<file path="src/rtl/mem_wb_stage.sv">
// MEM stage with data-memory handshake and MEM/WB pipeline register.
// Drives the forwarding taps and the upstream stall while an access is outstanding.
module mem_wb_stage #(
    parameter int TIMEOUT_CYC = 64
) (
    input  logic        clk,
    input  logic        rst,
    input  logic [31:0] alu_out_mem,
    input  logic [31:0] store_data_mem,
    input  logic [4:0]  rd_addr_mem,
    input  logic        wb_en_mem,
    input  logic        mem_rd,
    input  logic        mem_wr,
    input  logic [2:0]  funct3_mem,
    output logic        dm_req,
    output logic [3:0]  dm_we,
    output logic [31:0] dm_addr,
    output logic [31:0] dm_wdata,
    input  logic [31:0] dm_rdata,
    input  logic        dm_ack,
    output logic        stall_mem,
    output logic [31:0] fw_from_mem,
    output logic [4:0]  rd_addr_wb,
    output logic        wb_en_wb,
    output logic [31:0] wb_data,
    output logic [31:0] fw_from_wb,
    output logic        mis_err,
    output logic        bus_err
);
    localparam int CNT_W = $clog2(TIMEOUT_CYC);

    typedef enum logic {IDLE, BUSY} state_t;

    state_t             state_q;
    logic [CNT_W-1:0]   cnt_q;
    logic               req_q;
    logic [3:0]         we_q;
    logic [31:0]        addr_q;
    logic [31:0]        wdata_q;
    logic [4:0]         rd_q;
    logic               wen_q;
    logic [31:0]        wbd_q;
    logic               mis_q;
    logic               bus_q;

    logic               mem_op;
    logic               aligned;
    logic               access;
    logic               misal;
    logic               timeout;

    function automatic logic is_aligned(input logic [2:0] f3, input logic [1:0] a);
        case (f3[1:0])
            2'b00:   return 1'b1;
            2'b01:   return ~a[0];
            default: return (a == 2'b00);
        endcase
    endfunction

    function automatic logic [3:0] store_strobe(input logic [2:0] f3, input logic [1:0] a);
        case (f3[1:0])
            2'b00:   return 4'b0001 << a;
            2'b01:   return 4'b0011 << a;
            default: return 4'b1111;
        endcase
    endfunction

    function automatic logic [31:0] store_lanes(input logic [2:0] f3, input logic [31:0] d);
        case (f3[1:0])
            2'b00:   return {4{d[7:0]}};
            2'b01:   return {2{d[15:0]}};
            default: return d;
        endcase
    endfunction

    function automatic logic [31:0] load_align(input logic [2:0] f3, input logic [1:0] a,
                                               input logic [31:0] rdata);
        logic signed [7:0]  b;
        logic signed [15:0] h;
        b = 8'(rdata >> {a, 3'b000});
        h = a[1] ? rdata[31:16] : rdata[15:0];
        case (f3)
            3'b000:  return 32'(b);
            3'b001:  return 32'(h);
            3'b100:  return {24'd0, b};
            3'b101:  return {16'd0, h};
            default: return rdata;
        endcase
    endfunction

    assign mem_op  = mem_rd | mem_wr;
    assign aligned = is_aligned(funct3_mem, alu_out_mem[1:0]);
    assign access  = mem_op & aligned;
    assign misal   = mem_op & ~aligned;
    assign timeout = (cnt_q == CNT_W'(TIMEOUT_CYC - 1));

    // An ack arriving on the timeout cycle still completes normally.
    assign stall_mem = access & ~((state_q == BUSY) & (dm_ack | timeout));

    always_ff @(posedge clk or negedge rst) begin
        if (!rst) begin
            state_q <= IDLE;
            cnt_q   <= '0;
            req_q   <= 1'b0;
            we_q    <= 4'b0000;
            addr_q  <= 32'd0;
            wdata_q <= 32'd0;
            rd_q    <= 5'd0;
            wen_q   <= 1'b0;
            wbd_q   <= 32'd0;
            mis_q   <= 1'b0;
            bus_q   <= 1'b0;
        end else begin
            mis_q <= 1'b0;
            bus_q <= 1'b0;
            case (state_q)
                IDLE: begin
                    if (access) begin
                        state_q <= BUSY;
                        cnt_q   <= '0;
                        req_q   <= 1'b1;
                        addr_q  <= {alu_out_mem[31:2], 2'b00};
                        we_q    <= mem_wr ? store_strobe(funct3_mem, alu_out_mem[1:0]) : 4'b0000;
                        wdata_q <= mem_wr ? store_lanes(funct3_mem, store_data_mem) : 32'd0;
                        rd_q    <= 5'd0;
                        wen_q   <= 1'b0;
                    end else begin
                        rd_q  <= rd_addr_mem;
                        wen_q <= wb_en_mem & ~misal;
                        wbd_q <= alu_out_mem;
                        mis_q <= misal;
                    end
                end
                BUSY: begin
                    if (dm_ack) begin
                        state_q <= IDLE;
                        req_q   <= 1'b0;
                        we_q    <= 4'b0000;
                        rd_q    <= rd_addr_mem;
                        wen_q   <= wb_en_mem;
                        wbd_q   <= mem_rd ? load_align(funct3_mem, alu_out_mem[1:0], dm_rdata)
                                          : alu_out_mem;
                    end else if (timeout) begin
                        state_q <= IDLE;
                        req_q   <= 1'b0;
                        we_q    <= 4'b0000;
                        rd_q    <= 5'd0;
                        wen_q   <= 1'b0;
                        wbd_q   <= 32'd0;
                        bus_q   <= 1'b1;
                    end else begin
                        cnt_q <= cnt_q + CNT_W'(1);
                        rd_q  <= 5'd0;
                        wen_q <= 1'b0;
                    end
                end
                default: state_q <= IDLE;
            endcase
        end
    end

    assign dm_req      = req_q;
    assign dm_we       = we_q;
    assign dm_addr     = addr_q;
    assign dm_wdata    = wdata_q;
    assign fw_from_mem = alu_out_mem;
    assign rd_addr_wb  = rd_q;
    assign wb_en_wb    = wen_q;
    assign wb_data     = wbd_q;
    assign fw_from_wb  = wbd_q;
    assign mis_err     = mis_q;
    assign bus_err     = bus_q;

endmodule

</file>
<file path="config.mk">
export PLATFORM = sky130hd
export DESIGN_NAME = mem_wb_stage
export DESIGN_NICKNAME = d
export VERILOG_FILES = /design/src/rtl/mem_wb_stage.sv
export SDC_FILE = /design/constraint.sdc
export NUM_CORES = 1
export LEC_CHECK = 0
export CORE_MARGIN = 2
export CORE_UTILIZATION = 46
export DETAILED_ROUTE_END_ITERATION = 7
export HOLD_SLACK_MARGIN = 0.06
export PLACE_DENSITY = 0.86
export SYNTH_ARGS = -nofsm -noshare
export SYNTH_HDL_FRONTEND = slang
export SYNTH_SLANG_ARGS = --single-unit
</file>
<file path="constraint.sdc">
create_clock -name clk -period 5.2 [get_ports clk]
set_input_delay 0.78 -clock clk [delete_from_list [all_inputs] [get_ports clk]]
set_output_delay 0.78 -clock clk [all_outputs]
set_load 0.01 [all_outputs]
</file>
Yosys cells after proc, flatten, opt, wreduce, memory -nomap -nowiden
Cells that the tools add are included.
{ "op_classes": {"n_addsub": 1, "n_mul": 0, "shifts": 3, "n_eq_ne": 10, "order_cmp": 0, "div": 0, "bitwise": 12, "mux": 39, "n_reduce_logical": 7} }
{ "ops": {"columns": ["operator", "count"], "rows": [
  ["32-bit two-way mux", 5],
  ["32-bit one-hot mux with 2 select lines", 2],
  ["32-bit one-hot mux with 4 select lines", 1],
  ["32-bit by 5-bit right shift with 8-bit output", 1],
  ["6-bit two-way mux", 3],
  ["16-bit two-way mux", 1],
  ["4-bit two-way mux", 4],
  ["4-bit one-hot mux with 2 select lines", 2],
  ["1-bit two-way mux", 13],
  ["6-bit one-hot mux with 2 select lines", 1],
  ["5-bit two-way mux", 2],
  ["5-bit one-hot mux with 2 select lines", 1],
  ["2-bit inequality test (second input constant)", 4],
  ["1-bit one-hot mux with 2 select lines", 4],
  ["6-bit by 1-bit adder with 6-bit output (second input constant)", 1],
  ["3-bit equality test (second input constant)", 2],
  ["6-bit equality test (second input constant)", 1],
  ["2-bit AND reduction", 3],
  ["1-bit bitwise AND", 5],
  ["1-bit inverter", 5],
  ["2-bit zero test", 2],
  ["1-bit by 2-bit left shift with 4-bit output (first input constant)", 1],
  ["2-bit by 2-bit left shift with 4-bit output (first input constant)", 1],
  ["3-bit by 1-bit equality test with 1-bit output (second input constant)", 1],
  ["other kinds (5)", 6]
]} }
{ "totals": {"out_inout_bits": 174, "inputBits": 110, "latch_bits": 0, "ramBits": 0, "reg_bits": 114, "n_memories": 0, "rom_bits": 0} }

Longest topological paths before layout
Gate-level depths: netlist of run 1.
{ "depth": {"depth_word": 8, "depth_mapped": 8} }

Least setup slack after synthesis of run 1
Ideal clock, no wire load.
{ "synth_timing": {"path_kind": "in2reg", "from": "input port alu_out_mem[1]", "to": "register wbd_q[23] (netlist: fw_from_wb[23])", "path_stages": 8, "required_ps": 5096, "n_path_buf": 4, "t_arrival_ps": 2152, "setup_slack_ps": 2944, "path_cell_list": "buf_6 -> o21a_1 -> or3_1 -> buf_2 -> and2_4 -> buf_6 -> buf_6 -> a221oi_1"} }
{ "synth_via": {"elab_chain_len": 5} }
{ "synth_rtl": {"columns": ["item", "line_no", "source"], "rows": [
  ["from (decl)", "8", "input logic [31:0] alu_out_mem,"],
  ["32-bit by 5-bit right shift with 8-bit output (tied with other cells)", "80", "b = 8'(rdata >> {a, 3'b000});"],
  ["32-bit one-hot mux with 4 select lines / 1-bit one-hot mux with 2 select lines (equally long branches)", "82, 53", null],
  ["32-bit two-way mux / 1-bit bitwise AND (equally long branches)", "141, 93", null],
  ["32-bit two-way mux / 2-bit inequality test (equally long branches)", null, null],
  ["32-bit one-hot mux with 2 select lines / 2-bit AND reduction (equally long branches)", null, null],
  ["to (signal assigned)", "130", "wbd_q <= alu_out_mem;"],
  ["to (signal assigned)", "141", "wbd_q <= mem_rd ? load_align(funct3_mem, alu_out_mem[1:0], dm_rdata)"],
  ["to (decl)", "42", "logic [31:0] wbd_q;"]
]} }
Several ways; a longest one is shown, not always the timed one.
A chain may end at the register's enable or synchronous reset.

Worst setup path after layout of run 1
{ "layout_timing": {"from": "input port funct3_mem[0]", "to": "output port stall_mem"} }
{ "layout_via": {"elab_chain_len": 4} }
{ "layout_rtl": {"columns": ["item", "line_no", "source"], "rows": [
  ["from (decl)", "14", "input logic [2:0] funct3_mem,"],
  ["2-bit by 1-bit equality test with 1-bit output / 2-bit zero test (equally long branches)", "53", "case (f3[1:0])"],
  ["1-bit one-hot mux with 2 select lines (*)", "53", null],
  ["1-bit bitwise AND (*)", "93", "assign access = mem_op & aligned;"],
  ["1-bit bitwise AND (*)", "98", "assign stall_mem = access & ~((state_q == BUSY) & (dm_ack | timeout));"],
  ["to (decl)", "21", "output logic stall_mem,"]
]} }
Every way passes the cells marked *; elsewhere a longest branch is shown, timed or not.

==> results of run 1 <==
placed cells by master (no fill, tap or decap), types with 2 or more instances in the layout:
cell	netlist	layout
buf_4	67	11
clkinv_2	0	5
o211ai_1	12	12
o21bai_1	2	2
clkbuf_8	0	4
a31oi_1	11	11
a22o_1	12	12
mux2i_1	16	16
a311o_1	5	5
nor2_1	16	16
a32oi_1	21	21
a21oi_1	51	51
inv_1	9	9
a21o_1	8	8
dfrtp_1	114	114
nand3_1	23	23
clkbuf_16	0	17
o21ai_0	18	18
nand2_1	160	160
or3b_2	2	2
and3_1	8	8
or4_1	6	6
nand2b_1	25	25
conb_1	1	2
a31o_2	2	2
clkdlybuf4s50_1	0	279
clkbuf_1	32	2
a221oi_1	9	9
nor2b_1	2	2
mux2_2	19	19
a211o_1	5	5
nor3_1	8	7
cells by family (layout without fill, tap and decap cells):
kind of cell	count (synthesis)	count (layout)
compound gates	164	164
simple gates	257	257
fa+ha+maj	1	1
xor+xnor	1	1
other cells	1	2
mux	35	35
buf+inv	126	329
flops	114	114
sequential cells by signal, summed over array words and instances (netlist names):
signal,count
rd_addr_wb,5
dm_addr,30
dm_wdata,32
wb_en_wb,1
dm_req,1
dm_we,4
state_q,1
fw_from_wb,32
cnt_q,6
bus_err,1
mis_err,1
per-stage QoR:
| stage | instances | util | power, µW | hold slack, ns |
|---|---|---|---|---|
| floorplan | 700 | - | 1840 | 0.484 |
| global placement | 1050 | 0.653 | 2500 | 0.449 |
| detailed placement | 1050 | 0.653 | 2530 | 0.456 |
| CTS | 1079 | 0.693 | 3580 | 0.471 |
| global route | 1079 | 0.693 | 3730 | 0.492 |
| finish | 1079 | 0.693 | 3560 | 0.472 |
power by group through the flow:
stage | Sequential (µW) | Combinational [µW] | Clock [µW]
6_report | 1250 | 1280 | 1040
5_1_grt | 1270 | 1360 | 1090
4_1_cts | 1250 | 1280 | 1050
3_5_place_dp | 1260 | 1280 | 0
3_3_place_gp | 1250 | 1250 | 0
2_1_floorplan | 1320 | 517 | 0
metal layers:
layer,part of all wire,vias up,track usage
li1,-,2771,-
met1,0.42,2985,0.400
met2,0.49,320,0.458
met3,0.072,34,0.0677
met4,0.021,0,0.102
met5,0,-,0
final timing paths:
path,slack (ns),startpoint,depth (start not counted),to
max in group asynchronous,3.56,rst,2,dm_addr[16]
min reg2reg,0.47,dm_addr[20],2,dm_addr[20]
max,1.52,funct3_mem[0],5,stall_mem
min,0.47,dm_addr[20],2,dm_addr[20]
min in group asynchronous,0.50,rst,1,dm_wdata[3]
max reg2reg,2.75,state_q,4,fw_from_wb[17]
critical path, delay by kind of cell:
| kind | cells | cell delay [ns] |
|---|---|---|
| AO/OA/AOI/OAI | 1 | 0.18 |
| buffers and inverters | 2 | 1.36 |
| AND/OR/NAND/NOR | 2 | 0.58 |
layout make-up:
| class | instances | area, µm² | area share |
|---|---|---|---|
| flip-flops and latches | 114 | 2850 | 0.310 |
| inverters | 9 | 33.8 | 0.00367 |
| multi-input cells | 460 | 2700 | 0.293 |
| clock buffers | 23 | 488 | 0.0530 |
| clock inverters | 6 | 32.5 | 0.00353 |
| repair buffers | 291 | 2880 | 0.313 |
| well taps | 176 | 220 | 0.0239 |
==> flow_summary_export.csv, run 1 <==
group,metric,value,unit
placement,dpl.hpwl,15.1,mm
final_layout,drive_above_1_share,0.0764,
worst_setup_path,arrival,2.90,ns
final_layout,final_area,9210,µm²
timing,rsz0062_at_grt,"no",
routing,postRouteAntennaNets,0,
synth,yosys.cell_types.count,47,
global_route,antenna_found_initial,0,
pwr,power_leakage,0.00401,µW
placement,place_area,8690,µm²
pwr,comb_power_share,0.358,
routing,vias,6110,
pwr,internal_power,2440,µW
synth,syn_area,6300,µm²
clock_network,clkTransAtPathRegs,0.05,ns
floorplanning,die_w,121,µm
synth,postSynthCellCount,699,
floorplanning,die_y,121,µm
worst_setup_path,worst_ep_required_time,4.42,ns
worst_setup_path,critical_path_class,"input port to primary output",
clock_network,post_cts_buffers,0,
floorplanning,io_pins,284,
pwr,p_per_area,387,nW/µm²
clock_network,cts_num_sinks,114,
synth,yosys_warnings,0,
final_layout,nNetsFinal,1004,
routing,drtIter0Drc,559,
worst_setup_path,cpMostUsedCell,"clkdlybuf4s50_1",
worst_setup_path,slowest_delay,0.80,ns
synth,synth_largest_area_cell,"dfrtp_1",
outcome,status,"completed",
clock_network,ctsHoldBuffers,0,
timing,post-route-period-util,0.709,
worst_setup_path,cp_slowest_cell,"clkdlybuf4s50_1",
synth,synth_top_family_by_area,"simple AND/OR/NAND/NOR gates",
synth,yosys-top-cells-count,"nand2_1 (160), dfrtp_1 (114), buf_4 (67)",
global_route,grt_usage,0.293,
clock_network,cts_made_buffers,17,
synth,postSynthAreaPerCell,9.01,µm²
global_route,grt_first_pass_wirelength,32.9,mm
pwr,p_sw_frac,0.316,
hold_path,hold_class,"flip-flop to flip-flop",
timing,finalMaxSlewViolations,0,
worst_setup_path,crit_chain,"clkdlybuf4s50_1 -> and2_1 -> nor2_1 -> o211a_1 -> clkdlybuf4s50_1",
clock_network,cts_resized,0,
timing,max_freq,0.271,GHz
placement,port_buffers,281,
clock_network,cts_tree,"yes",
synth,synth-adder-area-share,0.00199,
timing,skew,0.00569,ns
floorplanning,core,13300,µm²
job,cap_violations,0,
pwr,clock_power_share,0.290,
synth,async_flop_share,1.00,
routing,wl,21.6,mm
final_layout,nFillCells,1039,
synth,synth_most_common_cell,"nand2_1",
synth,synthTopCellsByArea,"dfrtp_1 (45%), nand2_1 (9.5%), buf_4 (8.0%)",
synth,synth_mux_area_frac,0.0594,
synth,synth-compound-area-share,0.180,
worst_setup_path,cp-end-kind,"primary output",
synth,synth_seq_cells,114,
worst_setup_path,cp-start-kind,"input port",
timing,setup_ws,1.52,ns
routing,dr.pass1.iters,5,
routing,vias_per_cell,5.66,
worst_setup_path,cp_max_fo,17,
final_layout,syn_to_final_growth,46.2,%
timing,slew_headroom,0.324,
global_route,grt-ovfl-total,0,
pwr,ir_drop,0.000224,V
global_route,grt_max_degree,84,
floorplanning,die_area,14600,µm²
synth,synth_top_area_frac,0.453,
timing,setup_tns,0,ns
timing,finalSetupViolCount,0,
global_route,grt_pass1_vias,5789,
clock_network,cts_max_level,4,
floorplanning,initial_core_util,0.474,
timing,hold_viol_final,0,
clock_network,clock_path_buffers,2,
clock_network,insertion_delay,0.41,ns
timing,post-route-min-period,3.68,ns
synth,synth-simple-area-share,0.183,
pwr,switchingPower,1130,µW
placement,gp_congestion,0.921,
timing,worstMarginPinSlew,1.01,ns
synth,ys.flop_type,"dfrtp_1",
clock_network,cts-root-buf,"clkbuf_16",
pwr,p_seq_frac,0.351,
synth,synth_xor_area_frac,0.00139,
routing,drc_errors,0,
synth,ys_seq_area_frac,0.453,
floorplanning,placementRows,42,
placement,dpl_worst_slack,1.55,ns
synth,synth_edf_count,0,
final_layout,n_antenna_cell,0,
routing,wl_per_cell,20.0,µm
No activity file was read; power rests on OpenSTA's default activity.
==> run 2: changes to the inputs <==
--- a/config.mk
+++ b/config.mk
@@ -6,10 +6,10 @@
 export NUM_CORES = 1
 export LEC_CHECK = 0
 export CORE_MARGIN = 2
-export CORE_UTILIZATION = 46
+export CORE_UTILIZATION = 42
 export DETAILED_ROUTE_END_ITERATION = 7
 export HOLD_SLACK_MARGIN = 0.06
-export PLACE_DENSITY = 0.86
+export PLACE_DENSITY = 0.8
 export SYNTH_ARGS = -nofsm -noshare
 export SYNTH_HDL_FRONTEND = slang
 export SYNTH_SLANG_ARGS = --single-unit
==> constraint.sdc (replaced) <==
create_clock -name clk -period 3.8 [get_ports clk]
set_input_delay 0.57 -clock clk [delete_from_list [all_inputs] [get_ports clk]]
set_output_delay 0.57 -clock clk [all_outputs]
set_load 0.01 [all_outputs]
==> run 2 against run 1 <==
Net effect:
- combinational power grew 37%
- via count shrank 0.67%
- count of clock-buffer cells in the layout shrank 1
- cell area grew 1.8%
- register-to-register slack lost 1.1 ns
- non-clock buffer count grew 9
- first-iteration DRC count shrank 3.4%
- sequential share of layout area shrank 0.56 points
==> flow_summary_export.csv, run 2 (synthesis results as in run 1) <==
group,metric,value,unit
job,cap_violations,0,
worst_setup_path,arrival,2.42,ns
clock_network,cts_tree,"yes",
worst_setup_path,crit_chain,"clkdlybuf4s50_1 -> buf_4 -> and2_1 -> nor2_1 -> o211a_1 -> clkdlybuf4s50_1",
routing,drtIter0Drc,540,
timing,skew,0.00890,ns
routing,drc_errors,0,
final_layout,nNetsFinal,1013,
final_layout,syn_to_final_growth,48.9,%
timing,worstMarginPinSlew,0.924,ns
worst_setup_path,worst_ep_required_time,3.23,ns
pwr,p_total,5080,µW
timing,slew_headroom,0.382,
timing,post-route-period-util,0.786,
worst_setup_path,cp-start-kind,"input port",
outcome,status,"completed",
global_route,grt_pass1_vias,5986,
final_layout,drive_above_1_share,0.0907,
pwr,p_per_area,542,nW/µm²
global_route,grt_max_degree,115,
global_route,grt_usage,0.270,
floorplanning,die_area,16000,µm²
final_layout,nFillCells,1217,
routing,postRouteAntennaNets,0,
clock_network,post_cts_buffers,0,
placement,dpl.hpwl,15.4,mm
global_route,grt-ovfl-total,0,
worst_setup_path,cp_slowest_cell,"clkdlybuf4s50_1",
final_layout,final_cell_mix,"clkdlybuf4s50_1 (279), nand2_1 (160), dfrtp_1 (114)",
floorplanning,core,14600,µm²
pwr,ir_drop,0.000317,V
timing,setup_tns,0,ns
floorplanning,initial_core_util,0.432,
timing,post-route-min-period,2.99,ns
final_layout,final_common_cell,"clkdlybuf4s50_1",
routing,wl_per_cell,19.9,µm
clock_network,ctsHoldBuffers,0,
placement,gp_congestion,0.898,
clock_network,clock_path_buffers,2,
pwr,power_leakage,0.00409,µW
clock_network,cts_made_buffers,17,
final_layout,n_antenna_cell,0,
worst_setup_path,worstReg2RegEnd,"fw_from_wb[18]",
timing,finalMaxSlewViolations,0,
routing,vias,6069,
timing,max_freq,0.335,GHz
worst_setup_path,slowest_delay,0.55,ns
timing,hold_viol_final,0,
clock_network,cts_num_sinks,114,
clock_network,cts_resized,0,
hold_path,hold_class,"input port to asynchronous set/reset pin",
clock_network,cts-root-buf,"clkbuf_16",
worst_setup_path,r2r_setup_slack,1.70,ns
final_layout,fin_util,0.643,
global_route,grt_first_pass_wirelength,33.6,mm
placement,port_buffers,281,
worst_setup_path,cp_max_fo,12,
final_layout,multi_input_area,2700,µm²
floorplanning,io_pins,284,
clock_network,insertion_delay,0.43,ns
worst_setup_path,cpMostUsedCell,"clkdlybuf4s50_1",
floorplanning,die_y,126,µm
clock_network,clkTransAtPathRegs,0.05,ns
worst_setup_path,rr_worst_depth,4,
timing,rsz0062_at_grt,"no",
routing,dr.pass1.iters,5,
floorplanning,placementRows,44,
global_route,antenna_found_initial,0,
routing,wl,21.8,mm
final_layout,seq_area,2850,µm²
routing,vias_per_cell,5.52,
worst_setup_path,cp-end-kind,"primary output",
timing,finalSetupViolCount,0,
floorplanning,die_w,126,µm
worst_setup_path,critical_path_class,"input port to primary output",
clock_network,cts_max_level,4,
worst_setup_path,reg2reg_from,"state_q",
## run 2: cell count changes in the layout (fill, tap and decap cells not counted)
cell	before	now
clkinv_2	5	6
clkinvlp_4	1	2
buf_4	11	19
buf_12	0	1
clkbuf_8	4	5
bufinv_16	0	2
clkbuf_1	2	0
## run 2: final cells by class
cell class              count  area share
multi-input cells         460       0.288
repair buffers            300       0.316
flip-flops and latches    114       0.304
inverters                   9     0.00360
clock buffers              22      0.0527
clock inverters            10      0.0112
well taps                 184      0.0245
## run 2: critical path: cells and delay by family
family                 cells  cell delay [ns]
AOI/OAI and AO/OA          1             0.17
and+or+nand+nor            2             0.40
buffers and inverters      3             1.27
## run 2: worst max path at each step
| stage | start | to | slack [ns] | cells after the start |
|---|---|---|---|---|
| after floorplan | alu_out_mem[1] | fw_from_wb[23] | 1.75 | 8 |
| after detailed placement | alu_out_mem[0] | stall_mem | 0.82 | 6 |
| after CTS | alu_out_mem[0] | stall_mem | 0.81 | 6 |
| after global routing | alu_out_mem[0] | stall_mem | 0.75 | 6 |
| final | alu_out_mem[0] | stall_mem | 0.81 | 6 |
| after global placement | alu_out_mem[0] | stall_mem | 0.85 | 6 |
## run 2: report_power, final
| group | total (µW) | switching [µW] | internal (µW) | leakage [µW] |
|---|---|---|---|---|
| sequential | 1710 | 207 | 1500 | 0.00142 |
| combinational | 1760 | 798 | 967 | 0.00237 |
| clock | 1610 | 568 | 1040 | 0.000297 |
## run 2: per-layer routing
layer	up-vias	wire (µm)	global-route usage
met4	0	535	0.103
met3	41	1550	0.0696
met2	262	10600	0.439
met5	-	0	0
met1	2967	9120	0.346
li1	2799	-	-
## run 2: stage by stage
step	setup WS [ns]	cell area (µm²)	cells	hold WS [ns]
finish	0.813	9380	1099	0.220
global route	0.751	9380	1099	0.282
CTS	0.814	9380	1099	0.265
detailed placement	0.816	8780	1067	0.456
global placement	0.851	8780	1067	0.451
floorplan	1.75	6300	700	0.274
==> run 3: changes to the inputs <==
==> constraint.sdc (replaced) <==
create_clock -name clk -period 3.1 [get_ports clk]
set_input_delay 0.465 -clock clk [delete_from_list [all_inputs] [get_ports clk]]
set_output_delay 0.465 -clock clk [all_outputs]
set_load 0.01 [all_outputs]
==> run 3 against run 2 <==
Net effect:
- largest cell class unchanged
- register-to-register slack worse by 0.59 ns
- critical endpoint unchanged
- total power increased by 20%
- global-route usage is 0.28 points lower
- cell count up 0.36%
- sequential power grew 22%
- wire length decreased by 1.0%
==> flow_summary_export.csv, run 3 (synthesis results as in run 1) <==
group,metric,value,unit
worst_setup_path,cp_max_fo,5,
worst_setup_path,r2r_setup_slack,1.11,ns
floorplanning,die_w,126,µm
placement,gp_congestion,0.908,
routing,postRouteAntennaNets,0,
final_layout,nNetsFinal,1016,
routing,wl_met1,9.10,mm
final_layout,fin_util,0.641,
timing,finalSetupViolCount,0,
timing,hold_viol_final,0,
global_route,grt-ovfl-total,0,
pwr,p_per_area,652,nW/µm²
worst_setup_path,cp_slowest_cell,"clkdlybuf4s50_1",
timing,max_freq,0.378,GHz
final_layout,drive_above_1_share,0.0861,
clock_network,clkTransAtPathRegs,0.05,ns
routing,drtIter0Drc,520,
timing,post-route-min-period,2.65,ns
job,cap_violations,0,
clock_network,cts_num_sinks,114,
global_route,grt_first_pass_wirelength,33.4,mm
timing,rsz0062_at_grt,"no",
pwr,power_leakage,0.00408,µW
clock_network,cts_tree,"yes",
worst_setup_path,slowest_delay,0.57,ns
final_layout,final_common_cell,"clkdlybuf4s50_1",
clock_network,cts_max_level,4,
routing,wl_per_cell,19.6,µm
routing,wl_met3,1.66,mm
timing,skew,0.00646,ns
global_route,grt_pass1_vias,5999,
routing,wl_met2,10.2,mm
worst_setup_path,worst_ep_required_time,2.63,ns
worst_setup_path,crit_chain,"ha_1 -> a31o_2 -> nand2_1 -> o211a_1 -> clkdlybuf4s50_1",
timing,setup_tns,0,ns
clock_network,insertion_delay,0.41,ns
placement,dpl.hpwl,15.6,mm
clock_network,cts-root-buf,"clkbuf_16",
routing,vias_per_cell,5.54,
final_layout,final_cell_mix,"clkdlybuf4s50_1 (279), nand2_1 (160), dfrtp_1 (114)",
floorplanning,die_area,16000,µm²
routing,wl,21.6,mm
global_route,grt_usage,0.267,
clock_network,ctsHoldBuffers,0,
clock_network,cts_made_buffers,17,
worst_setup_path,cp-end-kind,"primary output",
timing,worstMarginPinSlew,0.840,ns
worst_setup_path,crit_family,"buffers and inverters",
timing,finalMaxSlewViolations,0,
timing,slew_headroom,0.437,
routing,topRoutingLayerUsed,"met4",
floorplanning,io_pins,284,
worst_setup_path,crit_buf_inv,1,
floorplanning,placementRows,44,
worst_setup_path,critical_path_class,"flip-flop to primary output",
worst_setup_path,cp-start-kind,"flip-flop",
timing,post-route-period-util,0.854,
final_layout,syn_to_final_growth,48.6,%
worst_setup_path,arrival,2.18,ns
floorplanning,core,14600,µm²
routing,vias,6107,
outcome,status,"completed",
clock_network,cts_resized,0,
routing,drc_errors,0,
global_route,grt_max_degree,72,
pwr,ir_drop,0.000377,V
floorplanning,die_y,126,µm
global_route,antenna_found_initial,1,
floorplanning,initial_core_util,0.432,
clock_network,post_cts_buffers,0,
hold_path,hold_class,"input port to asynchronous set/reset pin",
placement,port_buffers,281,
routing,dr.pass1.iters,5,
clock_network,clock_path_buffers,2,
[run 3: cell count changes in the layout (fill, tap and decap cells not counted), sizes merged]
cell and change:
buf +3, bufinv -1, clkbuf +6, clkinv -4, clkinvlp -1, diode +1
[run 3: power breakdown]
part,switching (µW),internal (µW)
Clock,660,1180
Sequential,253,1840
Combinational,977,1190
[run 3: worst register-to-register path, cell delays in order (launching register included)]
cell and delay, ns:
dfrtp_1 0.52, o21bai_1 0.19, or3_4 0.16, buf_4 0.58, a21oi_1 0.18, a221oi_1 0.26
[run 3: final cells by class]
| cell class | count | area (µm²) |
|---|---|---|
| diodes | 1 | 2.50 |
| flip-flops and latches | 114 | 2850 |
| fillers | 1211 | 5230 |
| clock inverters | 4 | 47.5 |
| inverters | 9 | 33.8 |
| repair buffers | 303 | 2980 |
| well taps | 184 | 230 |
| multi-input cells | 460 | 2700 |
| clock buffers | 28 | 507 |
[run 3: final timing paths]
| path | startpoint | endpoint | cells past startpoint |
|---|---|---|---|
| max in group asynchronous | rst | fw_from_wb[15] | 2 |
| min reg2reg | dm_wdata[12] | dm_wdata[12] | 2 |
| min | rst | dm_wdata[17] | 1 |
| max reg2reg | state_q | fw_from_wb[20] | 5 |
| max | cnt_q[0] | stall_mem | 5 |
| min in group clk | dm_wdata[12] | dm_wdata[12] | 2 |
[run 3: metrics by stage]
step	setup slack [ns]	power [µW]	cells	area, µm²	hold slack [ns]
after global placement	0.512	4240	1070	8800	0.449
after global routing	0.360	6380	1103	9360	0.105
after CTS	0.447	6140	1102	9360	0.0681
final	0.453	6100	1103	9360	0.0573
after detailed placement	0.445	4270	1070	8800	0.456
after floorplan	1.16	3090	700	6300	0.169
[run 3: layer usage]
metal / vias to the layer above / GRT usage
li1: 2801 / -
met3: 44 / 0.0590
met2: 332 / 0.427
met4: 0 / 0.111
met1: 2930 / 0.351
met5: - / 0
